`config.mk`:
```
export PLATFORM = sky130hd
export DESIGN_NAME = state_sequencer
export DESIGN_NICKNAME = d
export VERILOG_FILES = /design/src/rtl/state_sequencer.sv
export SDC_FILE = /design/constraint.sdc
export NUM_CORES = 1
export LEC_CHECK = 0
export ABC_CLOCK_PERIOD_IN_PS = 2800
export BUFFER_PORTS_ARGS = -buffer_cell sky130_fd_sc_hd__buf_4
export CELL_PAD_IN_SITES_DETAIL_PLACEMENT = 0
export CELL_PAD_IN_SITES_GLOBAL_PLACEMENT = 1
export CORE_ASPECT_RATIO = 2
export CORE_MARGIN = 2
export CORE_UTILIZATION = 38
export DETAILED_ROUTE_END_ITERATION = 7
export MAX_ROUTING_LAYER = met4
export PLACE_DENSITY = 0.84
export REMOVE_ABC_BUFFERS = 1
export SLEW_MARGIN = 10
export SYNTH_ARGS = -nofsm -noshare
export SYNTH_HDL_FRONTEND = slang
export SYNTH_SLANG_ARGS = --single-unit
```
`constraint.sdc`:
```
create_clock -name clk -period 2.8 [get_ports clk]
set_clock_uncertainty 0.1 [all_clocks]
set_input_delay 0.56 -clock clk [delete_from_list [all_inputs] [get_ports clk]]
set_output_delay 0.56 -clock clk [all_outputs]
set_load 0.02 [all_outputs]
```
`src/rtl/state_sequencer.sv`:
```
// Loads a gate matrix element by element, waits for the external multiplier to settle, then commits its result.
// Optional 8-bit commit counter on port gate_count when STATE_SEQUENCER_GATE_COUNT_EN is defined.
module state_sequencer #(
  parameter int N        = 1,
  parameter int MULT_LAT = 1
) (
  input  logic                  clk,
  input  logic                  reset,
  input  logic                  gate_valid,
  input  logic [15:0]           gate_elem,
  output logic                  gate_ready,
  input  logic                  init,
  output logic [16*(4**N)-1:0]  gate_out,
  output logic [16*(2**N)-1:0]  state_out,
  input  logic [16*(2**N)-1:0]  mult_state,
  output logic                  busy,
  output logic                  done
`ifdef STATE_SEQUENCER_GATE_COUNT_EN
  ,
  output logic [7:0]            gate_count
`endif
);

  localparam int NE = 4**N;
  localparam int NS = 2**N;
  localparam int IW = 2*N;
  localparam int GW = 16*NE;
  localparam int SW = 16*NS;

  localparam logic [1:0] S_LOAD   = 2'd0;
  localparam logic [1:0] S_SETTLE = 2'd1;
  localparam logic [1:0] S_COMMIT = 2'd2;

  localparam logic [IW-1:0] LAST = IW'(NE-1);
  localparam logic [3:0]    LAT  = 4'(MULT_LAT);
  // |0>: element 0 is +1.0 in Q1.6 sign-magnitude, all others zero
  localparam logic [SW-1:0] KET0 = SW'(16'h4000);

  logic [1:0]    r_state;
  logic [IW-1:0] r_idx;
  logic [3:0]    r_cnt;
  logic [GW-1:0] r_gate;
  logic [SW-1:0] r_vec;

  logic w_load;
  logic w_settle;
  logic w_commit;
  logic w_accept;
  logic w_last;

  assign w_load   = (r_state == S_LOAD);
  assign w_settle = (r_state == S_SETTLE);
  assign w_commit = (r_state == S_COMMIT);
  assign w_accept = w_load & gate_valid & ~init;
  assign w_last   = (r_idx == LAST);

  assign gate_ready = w_load & ~init;
  assign busy       = ~w_load;
  assign done       = w_commit;
  assign gate_out   = r_gate;
  assign state_out  = r_vec;

  always_ff @(posedge clk) begin
    if (!reset) begin
      r_state <= S_LOAD;
      r_idx   <= '0;
      r_cnt   <= '0;
      r_gate  <= '0;
      r_vec   <= KET0;
    end else begin
      unique case (1'b1)
        w_load: begin
          if (init) begin
            r_idx  <= '0;
            r_gate <= '0;
            r_vec  <= KET0;
          end else if (w_accept) begin
            r_gate[{r_idx, 4'b0000} +: 16] <= gate_elem;
            if (w_last) begin
              r_idx   <= '0;
              r_cnt   <= LAT;
              r_state <= S_SETTLE;
            end else begin
              r_idx <= r_idx + 1'b1;
            end
          end
        end
        w_settle: begin
          r_cnt <= r_cnt - 4'd1;
          if (r_cnt == 4'd1) begin
            r_state <= S_COMMIT;
          end
        end
        w_commit: begin
          r_vec   <= mult_state;
          r_state <= S_LOAD;
        end
        default: begin
          r_state <= S_LOAD;
        end
      endcase
    end
  end

`ifdef STATE_SEQUENCER_GATE_COUNT_EN
  logic [7:0] r_gcnt;

  assign gate_count = r_gcnt;

  always_ff @(posedge clk) begin
    if (!reset) begin
      r_gcnt <= '0;
    end else if (w_load && init) begin
      r_gcnt <= '0;
    end else if (w_commit) begin
      r_gcnt <= r_gcnt + 8'd1;
    end
  end
`endif

endmodule

```
# After elaboration in Yosys (flattened, before gate mapping)
# Cells that the tools add are included.
totals:
  reg_bits: 104
  output_inout_bits: 99
  wordCells: 49
classes:
  add_sub_neg: 3
  n_eq_ne: 9
  shift: 2
  n_mux: 17
  bitwise_logic: 5
  reduce_logical: 8
op_table:
  columns: ["cell", "count"]
  rows:
  - ["$mux W64", 2]
  - ["$bwmux W64", 1]
  - ["$pmux W32 S2", 1]
  - ["$shift A16 B8 Y64 const A", 1]
  - ["$shiftx A16 B8 Y64", 1]
  - ["$mux W32", 1]
  - ["$mux W2", 7]
  - ["$mux W4", 3]
  - ["$neg A6 Y8", 1]
  - ["$pmux W4 S2", 1]
  - ["$reduce_and A4 Y1", 2]
  - ["$ne A2 B1 Y1 const B", 3]
  - ["$reduce_bool A2 Y1", 3]
  - ["$eq A2 B2 Y1 const B", 2]
  - ["$eq A4 B1 Y1 const B", 1]
  - ["$ne A2 B2 Y1 const B", 2]
  - ["$pmux W2 S2", 1]
  - ["$reduce_and A2 Y1", 2]
  - ["$sub A4 B1 Y4 const B", 1]
  - ["$and A1 B1 Y1", 3]
  - ["$add A2 B1 Y2 const B", 1]
  - ["$eq A2 B1 Y1 const B", 1]
  - ["$logic_not A2 Y1", 1]
  - ["$not A1 Y1", 2]

# Logic depth before layout (Yosys ltp)
depth:
  word_depth: 6
  mapped_depth: 7

# Worst setup path after synthesis
# No wires, ideal clock.
synth_path:
  kind: "input to output"
  start: "input init"
  end: "output gate_ready"
  t_arrival_ns: 1.338
  required_time_ns: 2.140
  path_slack_ns: 0.802
  cell_stages: 3
  cell_sequence: "buf_6 buf_2 nor3_1"
synth_between:
  elab_chain_len: 2
synth_rtl:
  columns: ["item", "line", "text"]
  rows:
  - ["start, declared", "12", "input logic init,"]
  - ["$not A1 Y1", "57", "assign gate_ready = w_load & ~init;"]
  - ["$and A1 B1 Y1", "57", null]
  - ["end, declared", "11", "output logic gate_ready,"]
# No other way between the ends.

# Final worst setup path
layout_path:
  start: "register r_idx[0]"
  end: "register r_gate[49], in the netlist gate_out[49]"
layout_between:
  elab_chain_len: 5
  word_cells_on_any_way: 6
layout_rtl:
  columns: ["item", "line", "text"]
  rows:
  - ["start, declared", "40", "logic [IW-1:0] r_idx;"]
  - ["start signal, assigned", "84", "r_idx <= r_idx + 1'b1;"]
  - ["$neg A6 Y8 (*)", "78", "r_gate[{r_idx, 4'b0000} +: 16] <= gate_elem;"]
  - ["$shiftx A16 B8 Y64 or $shift A16 B8 Y64 (tied branches)", "78", null]
  - ["$bwmux W64 (*)", "78", null]
  - ["$mux W64 (*)", "77", "end else if (w_accept) begin"]
  - ["$mux W64 (*)", "73", "if (init) begin"]
  - ["end signal, assigned by index", "78", null]
  - ["end, declared", "42", "logic [GW-1:0] r_gate;"]
# Every way passes the cells marked *; elsewhere a longest branch is shown, timed or not. The select of a mux whose other input is x is not followed.
# A chain may end at the register's enable or synchronous reset.

==> results.md <==
- Outcome: complete, no violations
- Clk sinks: around 100
- Clk buf depth: 2
- GRT overflow: 0
- TritonCTS clock tree: done
- Cell variety after synth: slightly above 40
- Ys flop type: dfxtp_1
- Die width: about 84 um
- Clk_lat worst skew: 350 ps
- Largest family of logic cells by synthesized area: compound AO/OA/AOI/OAI gates
- Switching power: 0.734 mW
- Final WL: about 15000 um
- Fin cells: between 700 and 800
- WL/cell: between 15 and 20 um
- Cell Area, Placed: ~6000 um2
- Max-cap violations: 0
- Clk network pwr share: between 40% and 50%
- Async SR Flop Fraction: 0%
- Synth Area in Compound Gates: between 20 and 25%
- Final instance area: between 6000 and 7000 um2
- Internal Power: around 2.3 mW
- Core area: roughly 13000 um2
- ANT nets after route: 0
- Max frequency: between 400 and 500 MHz
- Gate power share: under 10%
- Mapped Cells: between 500 and 600
- Final GP Congestion: ~0.82
- Hold-fix buffers, CTS: 0
- First-pass GRT wire length: approximately 22000 um
- Vias in the first global route: ~4000
- Synth Register Bits: between 100 and 150
- Initial antenna violation count: 0
- Synth Area in Adders: about 1.8%
- Starting Density: roughly 39%
- DRC viols: 0
- Final nets: about 700
- Mux cell area share after synthesis: 0.412%
- Post_cts resized: 0
- Fin crit share: 84.5%
- Sequential area share after synthesis: 42.9%
- Final-report setup violation count: 0
- Finished Core Util: between 50% and 60%
- Row count: 58
- Ports: about 150
- Clk root buf: clkbuf_16
- Worst R2R Setup Slack: ~430 ps
- Postcts setup bufs: 0
- Leakage power figure: between 2 and 3 nW
- Worst setup SP type: register
- RSZ-0062 raised after global routing: no
- Peak supply drop: between 0.3 and 0.4 mV
- WP data arrival: ~2500 ps
- Syn avg cell area: a little over 9 um2
- XOR/XNOR Fraction of Synth Area: 0%
- GRT Util Overall: a little over a fifth
- Largest net degree at the start of global routing: roughly 90
- Min-Delay Path Class: register to register
- Critical path type: register to register
- Crit end category: register
- Hold Vio Cnt, Final: 0
- CTS Buf Count: 9
- Number of port buffers: 150
- Final worst slack: 434 ps
- Synth warn: 0
- Worst path required time: roughly 3000 ps
- Rel. slew slack: between 50% and 60%
- Synth Cell Area: around 4900 um2
- Diodes inserted: 0
- Clock-pin slew on the worst setup and hold paths: approximately 70 ps
- Starting DRT DRC Count: roughly 330
- Share of cells above drive strength 1: roughly 30%
- Worst-Margin Slew: approximately 730 ps
- CP Max Fanout: 16
- # placed instances: 782
- Register share of total power: between 40% and 50%
- First-pass DRT Iterations: 5
- Total Die Area: ~14000 um2
- Vias/cell: between 5 and 6
- Synthesis-to-finish area growth: 29.3%
- # H-tree levels: 3
- Die Y: 164 um
- Max-slew violations: 0
- Synth Area in Simple Gates: a little under a quarter
- Setup TNS: 0 ps
- Via count: ~4400
- Switching share of total power: about a quarter
- Post-synth EDFFs: 0
- Worst slack at placement: 444 ps
- Pwr dens: a little under 500 nW/um2
- Hpwl dp: 10400 um
- Crit path time final: approximately 2400 ps
[layout by cell type (no fill, tap or decap), drive strengths merged]
master / netlist / final
clkinv: 0 / 3
nand2: 1 / 1
nor4b: 2 / 2
nand3: 2 / 2
ha: 7 / 7
nor2: 2 / 2
or3: 1 / 1
and2: 33 / 33
a21boi: 67 / 67
and3: 1 / 1
nand3b: 1 / 1
o21bai: 1 / 1
and4bb: 1 / 1
nand2b: 2 / 2
or4: 1 / 1
and2b: 1 / 1
nor3b: 2 / 2
buf: 25 / 160
dfxtp: 104 / 104
a21o: 4 / 4
nor3: 1 / 1
o211a: 1 / 1
mux2i: 2 / 2
bufinv: 0 / 1
o211ai: 2 / 2
nand4: 64 / 64
and3b: 16 / 16
nor2b: 36 / 36
clkinvlp: 0 / 1
o32ai: 1 / 1
clkbuf: 29 / 9
a21oi: 7 / 7
or3b: 1 / 1
inv: 7 / 9
a22oi: 32 / 32
o21ai: 69 / 69
[registers in the layout, indices dropped and copies added, names as in the netlist]
| name | cells |
|---|---|
| r_state | 2 |
| r_idx | 2 |
| state_out | 32 |
| gate_out | 64 |
| r_cnt | 4 |
[worst max-delay path: stages (launching register included)]
cell	delay (ps)
dfxtp_1	560
inv_1	170
ha_1	440
nor3b_4	650
nand4_1	150
a21boi_0	210
[area by class of cell]
type | count | area (um2)
Tap cell | 150 | 188
Inverter | 7 | 26.3
Timing Repair Buffer | 160 | 1200
Clock inverter | 7 | 80.1
Sequential cell | 104 | 2080
Fill cell | 1235 | 6270
Multi-Input combinational cell | 361 | 2480
Clock buffer | 9 | 225
[final timing paths]
path / cells after the start / to / from
setup reg to reg: 5 / gate_out[49]$_SDFFE_PN0P_ / r_idx[0]$_SDFFE_PN0P_
hold reg to reg: 2 / gate_out[42]$_SDFFE_PN0P_ / gate_out[42]$_SDFFE_PN0P_
setup / recovery: 5 / gate_out[49]$_SDFFE_PN0P_ / r_idx[0]$_SDFFE_PN0P_
hold / removal: 2 / gate_out[42]$_SDFFE_PN0P_ / gate_out[42]$_SDFFE_PN0P_
[routing by layer]
metal | share of wire, % | GRT usage, %
met1 | 40 | 23.9
met3 | 5.0 | 3.72
met4 | 3.9 | 9.82
met2 | 52 | 36.6
met5 | 0 | -
[Yosys cell counts, types with 2 or more instances]
master    count  area, um2
nor4b_4       2       47.6
nor2b_1      36        225
o211ai_1      2       15.0
nand3_1       2       10.0
and3b_1      16        140
buf_2        15       75.1
buf_6         6       67.6
a21boi_0     25        188
inv_1         6       22.5
clkbuf_1     28        105
and2_1       33        206
nand4_1      64        400
nor2_1        2       7.51
a21boi_1     42        315
mux2i_1       2       20.0
ha_1          7       87.6
a21oi_1       3       15.0
a21oi_2       4       35.0
a21o_2        3       26.3
a22oi_1      32        240
nand2b_1      2       12.5
dfxtp_1     104       2080
buf_4         4       30.0
o21ai_0      69        345
[power by group through the flow]
stage | registers, mW | logic [mW] | clock network [mW]
6_report | 1.50 | 0.264 | 1.28
4_1_cts | 1.50 | 0.263 | 1.31
5_1_grt | 1.50 | 0.281 | 1.38
2_1_floorplan | 1.54 | 0.0970 | 0
3_5_place_dp | 1.53 | 0.262 | 0
3_3_place_gp | 1.53 | 0.258 | 0
[cells by family (layout without fill, tap and decap cells)]
logic type,after synthesis,after routing
compound gates,184,184
fa+ha+maj,7,7
buf+inv,61,183
flops,104,104
mux,2,2
simple gates,168,168
[metrics by stage]
stage / power, mW / hold slack, ps
after floorplan: 1.64 / 381
after global placement: 1.79 / 364
after detailed placement: 1.80 / 363
after CTS: 3.07 / 373
after global routing: 3.16 / 385
final: 3.04 / 372
Power figures use the tool's default switching activity.
